<file path="config.mk">
export PLATFORM = sky130hd
export DESIGN_NAME = ext_ram_responder
export DESIGN_NICKNAME = d
export VERILOG_FILES = /design/src/rtl/ext_ram_responder.sv
export SDC_FILE = /design/constraint.sdc
export NUM_CORES = 1
export LEC_CHECK = 0
export CORE_ASPECT_RATIO = 0.8
export CORE_MARGIN = 2
export CORE_UTILIZATION = 40
export CTS_CLUSTER_DIAMETER = 80
export DETAILED_ROUTE_END_ITERATION = 10
export PLACE_DENSITY = 0.69
export SLEW_MARGIN = 10
export SYNTH_ARGS = -nofsm -noshare
export SYNTH_HDL_FRONTEND = slang
export SYNTH_SLANG_ARGS = --single-unit
</file>
<file path="constraint.sdc">
create_clock -name clk -period 3.22 [get_ports clk]
set_input_delay 0.805 -clock clk [delete_from_list [all_inputs] [get_ports clk]]
set_output_delay 0.805 -clock clk [all_outputs]
set_load 0.005 [all_outputs]
</file>
<file path="src/rtl/ext_ram_responder.sv">
// ext_ram_responder: loads a program image into a small RAM, then serves CPU RAM reads/writes and I/O strobes.
module ext_ram_responder #(
  parameter int DEPTH = 32
) (
  input  logic       clk,
  input  logic       reset,
  input  logic [4:0] ram_addr,
  input  logic       ram_we,
  input  logic       ram_oe,
  input  logic       io_write,
  input  logic [7:0] bus_in,
  output logic [7:0] bus_out,
  output logic       bus_oe,
  input  logic       load_start,
  input  logic [7:0] load_data,
  input  logic       load_valid,
  output logic       load_ready,
  output logic       load_done,
  output logic       cpu_rst_n,
  output logic [7:0] io_latch,
  output logic [7:0] io_count
);
  typedef enum logic [1:0] {LOAD, RELEASE, RUN} state_t;
  state_t     state;
  logic [7:0] mem [DEPTH];
  logic [4:0] cnt;
  logic [7:0] rd_q;
  logic       io_prev;
  logic       last;
  assign bus_oe  = state == RUN && ram_oe && !ram_we;
  assign bus_out = rd_q;
  assign last    = cnt == 5'(DEPTH - 1);
  always_ff @(posedge clk) begin
    if (reset) begin
      state      <= LOAD;
      cnt        <= '0;
      rd_q       <= '0;
      io_latch   <= '0;
      io_count   <= '0;
      io_prev    <= 1'b0;
      load_ready <= 1'b1;
      load_done  <= 1'b0;
      cpu_rst_n  <= 1'b0;
      for (int i = 0; i < DEPTH; i++) mem[i] <= '0;
    end else begin
      // the previous sample follows io_write everywhere so a strobe held across RUN entry is not an edge
      io_prev <= io_write;
      case (state)
        LOAD: if (load_valid) begin
          mem[cnt] <= load_data;
          cnt      <= last ? '0 : cnt + 5'd1;
          if (last) begin
            state      <= RELEASE;
            load_ready <= 1'b0;
          end
        end
        RELEASE: begin
          state     <= RUN;
          cpu_rst_n <= 1'b1;
          load_done <= 1'b1;
        end
        default: begin
          if (ram_we) mem[ram_addr] <= bus_in;
          else if (ram_oe) rd_q <= mem[ram_addr];
          if (io_write && !io_prev) begin
            io_latch <= bus_in;
            io_count <= io_count + 8'd1;
          end
          if (load_start) begin
            state      <= LOAD;
            cnt        <= '0;
            load_ready <= 1'b1;
            load_done  <= 1'b0;
            cpu_rst_n  <= 1'b0;
          end
        end
      endcase
    end
  end
endmodule

</file>
# --- Word level (Yosys, flattened, before mapping) ---
# Memories as Yosys holds them, arrays and structs flattened. A register that Yosys moved wholly into a read port is not among the register bits.
# Index checks and enable logic that the tools add are counted.
totals:
  regBits: 26
  mem_bits_rw: 256
  input_bits: 28
  output_inout_bits: 28
  word_cells: 67
  memories: 1
mem_list:
  columns: ["memory", "depth", "word_bits", "read_ports", "rd_clocked_by_memory_dff", "write_ports", "line_no", "source"]
  rows:
  - ["mem", 32, 8, 1, 1, 32, "25", "logic [7:0] mem [DEPTH];"]
op_classes:
  n_addsub: 2
  n_eq_ne: 5
  mux: 30
  bitwise: 4
  reduce_logical: 18
op_table:
  columns: ["op", "n"]
  rows:
  - ["5-bit two-way mux", 5]
  - ["1-bit two-way mux", 16]
  - ["8-bit two-way mux", 2]
  - ["8-bit OR reduction", 2]
  - ["5-bit one-hot mux with 2 select lines", 1]
  - ["3-bit AND reduction", 3]
  - ["8-bit by 1-bit adder with 8-bit output, second input constant", 1]
  - ["2-bit two-way mux", 3]
  - ["5-bit by 1-bit adder with 5-bit output, second input constant", 1]
  - ["5-bit == test, second input constant", 1]
  - ["2-bit inequality test, second input constant", 2]
  - ["1-bit inverter", 4]
  - ["1-bit one-hot mux with 2 select lines", 2]
  - ["2-bit one-hot mux with 2 select lines", 1]
  - ["2-bit AND reduction", 2]
  - ["4-bit AND reduction", 1]
  - ["2-bit nonzero test", 2]
  - ["1-bit logical AND", 3]
  - ["3-bit nonzero test", 1]
  - ["2-bit by 1-bit == test with 1-bit output, second input constant", 1]
  - ["2-bit == test, second input constant", 1]
  - ["1-bit zero test", 2]
  - ["2-bit zero test", 1]
  - ["2-bit OR reduction", 1]

# --- Depth between registers and ports, before layout ---
# Gate-level depths: netlist (run 1).
logic_depth:
  depth_word: 7
  depth_mapped: 9
  mapped_depth_nobuf: 6

# --- Worst setup path before layout (run 1) ---
# OpenSTA, ideal clock, no wires.
synth_path:
  path_kind: "input-to-reg"
  from: "input reset"
  to: "memory mem[0][0], enable pin"
  setup_ns: 0.328
  arrival_time_ns: 2.583
  required_ns: 2.892
  slack_ns: 0.309
  stages: 7
  n_path_buf: 2
  cell_sequence: "buf_2 -> nand3b_1 -> buf_2 -> mux2_2 -> nor4_4 -> nand2_2 -> or2b_1"
synth_lines:
  columns: ["item", "line_no", "source"]
  rows:
  - ["start: declaration", "6", "input logic reset,"]
  - ["end: declaration", "25", null]

# --- Final worst setup path (run 1) ---
layout_path:
  from: "input ram_we"
  to: "output bus_oe"
layout_between:
  elab_chain_len: 2
layout_lines:
  columns: ["item", "line_no", "source"]
  rows:
  - ["start: declaration", "8", "input logic ram_we,"]
  - ["1-bit zero test", "30", "assign bus_oe = state == RUN && ram_oe && !ram_we;"]
  - ["1-bit logical AND", "30", null]
  - ["end: declaration", "13", "output logic bus_oe,"]
# Every way passes these cells.

==> impl_metrics.toml, run 1 <==
[cts]
holdBufCountCts = 0
clock_latency_ns = 0.55
htree_levels = 1
cts_inserted_buffers = 29
cts_tree = "done"
cts_setup_buffers = 0
clk_pin_slew_ns = 0.06
cts_resized = 0
clk_path_buf_depth = 3
cts_sinks = 290
cts-root-buf = "clkbuf_16"

[timing]
relSlewSlack = 0.362
setup_tns_ns = 0
rsz0062_at_grt = "no"
clock_skew_ns = 0.0156
setup_viol = 0
achievable-frequency_mhz = 339
finalCritPeriodShare = 0.917
hold_viol_final = 0
min_period_ns = 2.95
max_slew.worst_pin.slew_ns = 0.931
final-max-slew-violation-count = 0

[yosys]
ys_warn_count = 0
synth_edf_count = 256
ys_types = 32
ys_seq_area_frac = 0.641
synthArstFlopShare = 0
syn_area_um2 = 13000
synth_flop_cell = "edfxtp_1"
syn_inst = 1061
avgSynthCellArea_um2 = 12.3
synth_fp_nets = 1092
ys_ff_latch = 290

[drt]
drtIter0Drc = 829
viasPerCell = 5.33
ant_nets = 0
vias = 8732
drc = 0
wirelength_um = 32700
wire_per_inst_um = 20.0
firstDrtPassIters = 5

[global_route]
met1_usage = 0.290
grt_antenna_before_repair = 1
grt_pass1_wl_um = 49900
top_usage_layer = "met2"
grt_pass1_vias = 8487
grtUsageMet2 = 0.299
use_met3 = 0.0328
grt_max_degree = 63
track_usage = 0.195
overflow = 0

[final_layout]
layout_common_cells = "nor2_1 (278), edfxtp_1 (256), mux2i_1 (133), buf_4 (76), a22oi_1 (64)"
drive_gt1_frac = 0.185
diodes = 0
multiInputGateArea_um2 = 4450
fin_cells = 1639
final_common_cell = "nor2_1"
regArea_um2 = 8370
finish.net_count = 1220
area_growth_pct = 25.3
nFillCells = 2796

[floorplan]
die_y_um = 166
dieArea_um2 = 34100
rows = 59
die_w_um = 206
ioPinCount = 56
start_util = 0.404
core_um2 = 32300

[power]
leakage_nw = 6.21
p_per_area_nw_per_um2 = 529
peakVddDrop_mv = 0.455
total_power_w = 0.00864

[worst_setup_path]
critical_path_arrival_ns = 2.15
cp.required_ns = 2.41
worstSetupPathType = "in -> out"
crit_path_end_kind = "output pin"
start_kind = "primary input"
cp_max_fo = 3

[worst_hold_path]
hp-class = "reg -> reg"

[flow_run]
cap_violations = 0

[placed_design]
globalplace.congestion = 0.841
dpl.hpwl_um = 21600
post-place-cells = 1585
io_buffers = 55

[run_status]
outcome = "finished, final reports clean"
## logic make-up (layout without fill, tap and decap cells)
| kind of cell | Yosys count | after routing | share of synthesized area |
|---|---|---|---|
| compound gates | 119 | 119 | 0.0597 |
| xor+xnor | 10 | 10 | 0.00671 |
| simple gates | 420 | 420 | 0.152 |
| flops | 290 | 290 | 0.641 |
| buf+inv | 75 | 226 | 0.0261 |
| fa+ha+maj | 3 | 3 | 0.00288 |
| mux | 144 | 144 | 0.111 |
## power breakdown
part	switching, W	internal [W]
registers	0.0000401	0.00420
logic	0.000417	0.000296
clock network	0.00142	0.00227
## metrics by stage
stage / hold slack, ns / util / worst slack [ns] / area, um2
after floorplan: 0.439 / - / 0.309 / 13000
after global placement: 0.435 / 0.473 / -0.0711 / 15300
after detailed placement: 0.437 / 0.473 / -0.203 / 15300
after CTS: 0.452 / 0.505 / 0.260 / 16300
after global routing: 0.460 / 0.505 / 0.203 / 16300
final: 0.447 / 0.505 / 0.268 / 16300
## state kept, by name, indices dropped and copies added (netlist names)
name and flops:
load_ready 1, cpu_rst_n 1, cnt 5, io_latch 8
mem 256, bus_out 8, io_prev 1, state 2
io_count 8
## metal layers
metal | share of wire | routed length [um] | up-vias
li1 | - | - | 4069
met1 | 0.46 | 14900 | 4288
met2 | 0.45 | 14600 | 315
met3 | 0.075 | 2460 | 60
met4 | 0.024 | 771 | 0
met5 | 0 | 0 | -
## worst paths after layout
path / from / to / slack, ns / cells past startpoint
worst max-delay path: ram_we / bus_oe / 0.27 / 4
worst min-delay path: load_ready / load_ready / 0.45 / 2
worst max register to register: state[1] / mem[30][1] / 0.56 / 7
worst min register to register: load_ready / load_ready / 0.45 / 2
## synthesized netlist by cell type, types with 11 or more instances
master	instances	area, um2
nand2b_1	33	206
dfxtp_1	34	681
nand2_1	30	113
edfxtp_1	256	7690
mux2i_1	141	1410
nor2_1	279	1050
nand2_2	32	200
buf_2	11	55.1
clkbuf_1	50	188
a21oi_1	46	230
a22oi_1	64	480
buf_4	12	90.1
## worst max-delay path, cell delays in order
cell and delay [ns]:
clkdlybuf4s50_1 0.44, and3b_1 0.24, nor2b_1 0.15, clkdlybuf4s50_1 0.51
## final cells by class
class,instances,area share
Sequential cell,290,0.512
Multi-Input combinational cell,696,0.272
Timing Repair Buffer,172,0.119
Clock buffer,37,0.0475
Tap cell,427,0.0327
Clock inverter,17,0.0169
Power figures use the tool's default switching activity.
==> run 2: changes to the inputs <==
--- a/config.mk
+++ b/config.mk
@@ -5,10 +5,12 @@
 export SDC_FILE = /design/constraint.sdc
 export NUM_CORES = 1
 export LEC_CHECK = 0
+export CAP_MARGIN = 20
 export CORE_ASPECT_RATIO = 0.8
 export CORE_MARGIN = 2
 export CORE_UTILIZATION = 40
 export CTS_CLUSTER_DIAMETER = 80
+export CTS_CLUSTER_SIZE = 10
 export DETAILED_ROUTE_END_ITERATION = 10
 export PLACE_DENSITY = 0.69
 export SLEW_MARGIN = 10
==> run 2 against run 1 <==
Compared with the run above: routed wire length down 0.25%; clock power decreased by 8.1%; clock skew up 0.0054 ns; flip-flop and latch count unchanged; global-route usage hardly changed; final area shrank 0.64%; via count grew 0.22%; worst setup slack improved by 0.0033 ns; critical endpoint unchanged.
==> impl_metrics.toml, run 2 (synthesis gave the netlist of run 1 again) <==
[drt]
drtIter0Drc = 762
viasPerCell = 5.34
ant_nets = 0
drc = 0
vias = 8751
wirelength_um = 32600
firstDrtPassIters = 5
wire_per_inst_um = 19.9

[final_layout]
finish.net_count = 1225
regMostFlops = "mem"
final_common_cell = "nor2_1"
largest_reg_flops = 256
nFillCells = 2801
regArea_um2 = 8370
layout_common_cells = "nor2_1 (278), edfxtp_1 (256), mux2i_1 (133), buf_4 (76), a22oi_1 (64)"
fin_cells = 1639
area_growth_pct = 24.5
post-route-util = 0.502
finalInstanceArea_um2 = 16200
drive_gt1_frac = 0.177
multiInputGateArea_um2 = 4450
diodes = 0

[floorplan]
die_y_um = 166
die_w_um = 206
rows = 59
start_util = 0.404
ioPinCount = 56
dieArea_um2 = 34100
core_um2 = 32300

[placed_design]
dpl.hpwl_um = 21600
placed_cell_area_um2 = 15300
pre_cts_ws_ns = -0.203
globalplace.congestion = 0.841
post-place-cells = 1585
io_buffers = 55

[cts]
clk_path_buf_depth = 3
cts_sinks = 290
cts_inserted_buffers = 34
holdBufCountCts = 0
cts_tree = "done"
clock_latency_ns = 0.52
cts-root-buf = "clkbuf_16"
clk_pin_slew_ns = 0.05
cts_setup_buffers = 0
htree_levels = 2
cts_resized = 0

[worst_setup_path]
rrSetupSlack_ns = 0.55
worstRegToRegCells = 7
crit_end = "bus_oe"
critical_path_arrival_ns = 2.14
worstReg2RegEnd = "mem[30][4]"
slowest_delay_ns = 0.51
start_kind = "primary input"
crit_start = "ram_we"
crit_path_end_kind = "output pin"
cp_max_fo = 3
path_cells = "clkdlybuf4s50_1, and3b_1, nor2b_1, clkdlybuf4s50_1"
cp.required_ns = 2.41
cp_common_cell = "clkdlybuf4s50_1"
crit_slowest_cell = "clkdlybuf4s50_1"
r2r-start = "state[1]"
worstSetupPathType = "in -> out"

[worst_hold_path]
hp-class = "reg -> reg"

[global_route]
grt_pass1_wl_um = 49600
grt_max_degree = 63
track_usage = 0.195
grt_pass1_vias = 8387
overflow = 0
grt_antenna_before_repair = 1

[flow_run]
cap_violations = 0

[timing]
relSlewSlack = 0.363
hold_viol_final = 0
final-max-slew-violation-count = 0
fin_ws_ns = 0.272
achievable-frequency_mhz = 339
setup_viol = 0
clock_skew_ns = 0.0209
finalCritPeriodShare = 0.916
min_period_ns = 2.95
max_slew.worst_pin.slew_ns = 0.929
rsz0062_at_grt = "no"

[run_status]
outcome = "finished, final reports clean"

[power]
leakage_nw = 6.15
total_power_w = 0.00835
peakVddDrop_mv = 0.308
p_per_area_nw_per_um2 = 514
-- run 2: final cells by class --
| class | instances | area share |
|---|---|---|
| Sequential cell | 290 | 0.515 |
| Clock inverter | 3 | 0.00208 |
| Tap cell | 427 | 0.0329 |
| Multi-Input combinational cell | 696 | 0.274 |
| Clock buffer | 51 | 0.0563 |
| Timing Repair Buffer | 172 | 0.119 |
-- run 2: layer usage --
metal,part of all wire,up-vias,global-route usage
li1,-,4076,-
met1,0.45,4291,0.292
met2,0.44,337,0.294
met3,0.083,47,0.0341
met4,0.021,0,0.0490
met5,0,-,0
-- run 2: how the worst min path moves through the flow --
| stage | from | end | slack, ns | depth (start not counted) |
|---|---|---|---|---|
| detailed placement | load_ready | load_ready | 0.44 | 2 |
| CTS | load_ready | load_ready | 0.45 | 2 |
| finish | load_ready | load_ready | 0.45 | 2 |
| global placement | load_ready | load_ready | 0.43 | 2 |
| global route | load_ready | load_ready | 0.46 | 2 |
| floorplan | load_ready | load_ready | 0.44 | 2 |
-- run 2: critical path, delay by kind of cell --
kind          cells  cell delay (ns)
buf+inv           2             0.95
simple gates      2             0.39
-- run 2: where the power goes --
part | switching [W] | internal, W | leakage [nW]
registers | 0.0000395 | 0.00421 | 2.92
clock network | 0.00144 | 0.00196 | 0.455
logic | 0.000414 | 0.000296 | 2.78
-- run 2: through the flow --
step | setup TNS, ns | hold WS, ns
after detailed placement | -29.67 | 0.437
final | 0 | 0.450
after floorplan | 0 | 0.439
after global placement | -8.63 | 0.435
after global routing | 0 | 0.459
after CTS | 0 | 0.451
==> RTL change 1: new RTL, settings of run 1 <==
Re-encode `state_t` (3 states) as one-hot, 3 bits wide.
--- a/src/rtl/ext_ram_responder.sv
+++ b/src/rtl/ext_ram_responder.sv
@@ -21,5 +21,5 @@
   output logic [7:0] io_count
 );
-  typedef enum logic [1:0] {LOAD, RELEASE, RUN} state_t;
+  typedef enum logic [2:0] {LOAD = 3'b001, RELEASE = 3'b010, RUN = 3'b100} state_t;
   state_t     state;
   logic [7:0] mem [DEPTH];
Check against the original RTL: no difference found for any inputs over 10 cycles, from zero or initial values and one cycle with reset high; not proved beyond that.
==> RTL change 1 against run 1 <==
- area after synthesis up 3.7%
- combinational power down 4.3%
- wire length up 12%
- design area down 4.2%
- worst setup slack better by 0.075 ns
- clock skew down 0.0067 ns
- worst hold slack better by 0.0052 ns
- register-to-register slack worse by 0.04 ns
- first-iteration DRC count up 19%
- total power down 9.5%
- sequential cell count up 1
- via count up 6.7%
==> RTL change 1: results (changes against run 1) <==
[grt]
first_global_vias=8834  ; +4.1%
grt_pass1_wl_um=54400  ; +9.0%
grt_max_degree=65  ; +3.2%
grt_use_total=0.205  ; +0.00977

[synth]
synthDistinctLibCells=45  ; +41%
synthTopCellsByCount=nor2_1 (286), edfxtp_1 (256), mux2i_1 (139)
synth_seq_cells=291  ; +0.34%
synth_area_per_cell_sq_um=11.7  ; -4.9%
synth-xor-area-share=0.00703  ; +0.000316
ys_warn_count=0  ; unchanged
synth_nets=1188  ; +8.8%
synth-adder-area-share=0.00277  ; -0.000102
muxShareOfSynthArea=0.111  ; +0.000403
synth_compound_area_frac=0.0843  ; +0.0246
yosys-top-cells-area=edfxtp_1 (57%), mux2i_1 (10%), nor2_1 (7.9%)
seq_area_frac_synth=0.620  ; -0.0214

[worst_hold_path]
min_from=io_latch[3]$_SDFFE_PP0P_
hold_depth=2  ; unchanged
hold_end=io_latch[3]$_SDFFE_PP0P_
worstHoldPathType=reg2reg

[critical_path]
path_max_fanout=5  ; +2
worstReg2RegEnd=mem[30][3]$_SDFFCE_PN0P_
r2r_cells=6  ; -1
crit-reg2reg-launch=state[0]$_SDFFE_PP1P_
cp_data_arrival_time_ns=2.07  ; -0.08 ns
critical_path.max_stage_delay_ns=0.50
reg2reg_slack_ns=0.52  ; -0.04 ns

[layout]
layout-drive-gt1-share=0.106  ; -0.0784
seq_area_sq_um=8390  ; +0.24%
final_area_sq_um=15700  ; -4.2%
buffers=118  ; -31%
final-clk-cell-share=0.0488  ; -0.0155
fin_cells=1665  ; +1.6%
bufAreaShareNonClock=0.0835  ; -0.0350
multi_input_area_share=0.297  ; +0.0244
clock_buffers=32  ; -14%
n_all_inverters=1  ; +1
num-multi-input-gates=773  ; +11%
fill_cells=2989  ; +6.9%

[clock_tree]
cts-buffers-inserted=27  ; -6.9%
clk_pin_slew_ns=0.06  ; about the same

[power]
power.leakage_nw=5.74  ; -7.5%
vdd_ir_drop_max_v=0.000435  ; -4.5%

[routing]
wl_per_cell_um=21.9  ; +9.8%
wl_met2_um=16300  ; +12%
met3_length_um=4040  ; +64%
drt-pass1-iter-count=7  ; +2
initialDrtViolationCount=989  ; +19%
vias=9315  ; +6.7%
wl_met1_um=15100  ; +1.4%

[placed_design]
dp_cells=1617  ; +2.0%
placed_cell_area_sq_um=14900  ; -2.6%
dp_hpwl_um=24100  ; +11%
pre_cts_ws_ns=-0.0873  ; +0.116 ns
place.gp.congestion=0.857  ; +2.0%

[timing]
fin_hold_ws_ns=0.453  ; +0.00516 ns
fmax_ghz=0.348  ; +2.6%
finClkSkew_ns=0.00886  ; -0.00670 ns
tightest_slew_ns=1.27  ; +0.335 ns

[run_status]
status=completed

-- RTL change 1: cell count changes after synthesis, moves of 7 or more --
cell      change
buf_6         +7
a211oi_2      +8
nand2b_1     -25
mux2_2        +7
nand2_1      +71
nand2_2      -32
a21o_1       +32
buf_1         +7
a211oi_1      -8
nor4_4        -8
nor2_1        +7
-- RTL change 1: per-layer routing --
| metal | vias to the layer above | GRT usage |
|---|---|---|
| met4 | 0 | 0.0580 |
| met5 | - | 0 |
| met3 | 77 | 0.0660 |
| met2 | 454 | 0.314 |
| met1 | 4522 | 0.281 |
| li1 | 4262 | - |
-- RTL change 1: where the power goes --
part	switching [mW]	total [mW]	internal [mW]
combinational	0.432	0.682	0.251
clock	1.36	2.89	1.53
sequential	0.0368	4.25	4.21
-- RTL change 1: worst register-to-register path, delay by kind of cell (launching register included) --
kind,cells,cell delay (ns)
xor gates and xnor gates,1,0.18
DFF,1,0.57
muxes,1,0.34
buffers and inverters,1,0.16
and+or+nand+nor,1,0.21
AOI/OAI and AO/OA,2,0.88
==> RTL change 2: new RTL, config.mk and constraints of run 1 <==
Made on the original files. The parameter `DEPTH` goes from 32 to 64.
--- a/src/rtl/ext_ram_responder.sv
+++ b/src/rtl/ext_ram_responder.sv
@@ -1,5 +1,5 @@
 // ext_ram_responder: loads a program image into a small RAM, then serves CPU RAM reads/writes and I/O strobes.
 module ext_ram_responder #(
-  parameter int DEPTH = 32
+  parameter int DEPTH = 64
 ) (
   input  logic       clk,
Formal check against the unedited RTL: no difference found for any inputs over 4 cycles, from zero or initial values and one cycle with reset high; that may be too few to reach the edited logic, so the function may still have changed.
==> RTL change 2 against run 1 <==
- design area down 1.2%
- sequential cell count unchanged
- total power down 4.0%
- area after synthesis about the same
- worst setup slack worse by 0.074 ns
- via count down 0.36%
- register-to-register slack about the same
- wire length down 1.3%
- count of clock-buffer cells in the layout up 4
- critical path type unchanged
- critical endpoint unchanged
- largest cell class unchanged
- largest power group unchanged
==> RTL change 2: results (changes against run 1) <==
[power]
p_comb_frac=0.086  ; +0.003
vdd_ir_drop_max_v=0.000396  ; -13%
power.leakage_nw=6.13  ; -1.3%
clkPwrFrac=0.403  ; -0.023
switching_power_mw=1.85  ; -1.2%
total_power_mw=8.30  ; -4.0%

[synth]
synth-adder-area-share=0.00288  ; about the same
muxShareOfSynthArea=0.111  ; about the same
synth_nets=1091  ; -0.092%
synth-xor-area-share=0.00672  ; about the same
synth_compound_area_frac=0.0598  ; about the same
synthDistinctLibCells=32  ; unchanged
syn_inst=1060  ; -0.094%
ys_warn_count=0  ; unchanged
seq_area_frac_synth=0.642  ; about the same
async_flop_share=0  ; unchanged
synthTopCellsByCount=nor2_1 (279), edfxtp_1 (256), mux2i_1 (141)
yosys-top-cells-area=edfxtp_1 (59%), mux2i_1 (11%), nor2_1 (8.0%)
synth_edf_count=256  ; unchanged

[placed_design]
portBuffers=55  ; unchanged
dp_hpwl_um=21400  ; -1.0%
place.gp.congestion=0.834  ; -0.82%
pre_cts_ws_ns=-0.0802  ; +0.123 ns
dp_cells=1583  ; -0.13%
placed_cell_area_sq_um=15200  ; -0.61%

[run_status]
status=completed

[routing]
drt-pass1-iter-count=7  ; +2
wl_per_cell_um=19.7  ; -1.1%
initialDrtViolationCount=802  ; -3.3%
via_per_inst=5.32  ; -0.11%

[clock_tree]
cts.repair.resized=0  ; unchanged
clk_pin_slew_ns=0.07
post_cts_buffers=0  ; unchanged
h-tree-depth=1  ; unchanged
cts_root_buf=clkbuf_16
cts-buffers-inserted=28  ; -3.4%
cts.path.max_buffers=3  ; unchanged
clk_latency_ns=0.55  ; about the same

[grt]
grt_pass1_wl_um=49000  ; -1.8%
grt_max_degree=62  ; -1.6%
first_global_vias=8362  ; -1.5%
antenna_found_initial=2  ; +1
grt_use_total=0.193  ; -0.00245

[layout]
layout-drive-gt1-share=0.184  ; -0.00104
finish.net_count=1217  ; -0.25%
fill_cells=2825  ; +1.0%
fin_cells=1635  ; -0.24%
largest_reg_flops=256  ; unchanged
top_register=mem

[timing]
fin_ws_ns=0.194  ; -0.0740 ns
finClkSkew_ns=0.0163  ; +0.000714 ns
tightest_slew_ns=1.16  ; +0.233 ns

[critical_path]
slowest_stage=clkdlybuf4s50_1
critical_path.top_delay_family=buffers and inverters
critical_path.max_stage_delay_ns=0.50
path_max_fanout=2  ; -1
r2r_cells=7  ; unchanged

[worst_hold_path]
worstHoldPathType=reg2reg

## RTL change 2: final timing paths
kind | endpoint | startpoint | slack (ns)
worst min register to register | load_ready$_SDFFE_PP1P_ | load_ready$_SDFFE_PP1P_ | 0.45
worst min-delay path | load_ready$_SDFFE_PP1P_ | load_ready$_SDFFE_PP1P_ | 0.45
worst max register to register | mem[18][6]$_SDFFCE_PN0P_ | state[1]$_SDFFE_PP0P_ | 0.56
worst max-delay path | bus_oe | ram_we | 0.19
## RTL change 2: layout make-up
| cell class | count | area [sq um] | share of cell area |
|---|---|---|---|
| multi-input combinational | 695 | 4440 | 0.275 |
| timing repair buffer | 171 | 1860 | 0.115 |
| tap | 427 | 534 | 0.0331 |
| clock inverter | 11 | 113 | 0.00698 |
| sequential | 290 | 8370 | 0.518 |
| clock buffer | 41 | 831 | 0.0515 |
## RTL change 2: routing by layer
metal  track usage  routed length, um  share of wire
met5             0                 18        0.00056
met3        0.0316               2180          0.068
met2         0.302              14700           0.46
met4        0.0519                848          0.026
met1         0.279              14500           0.45
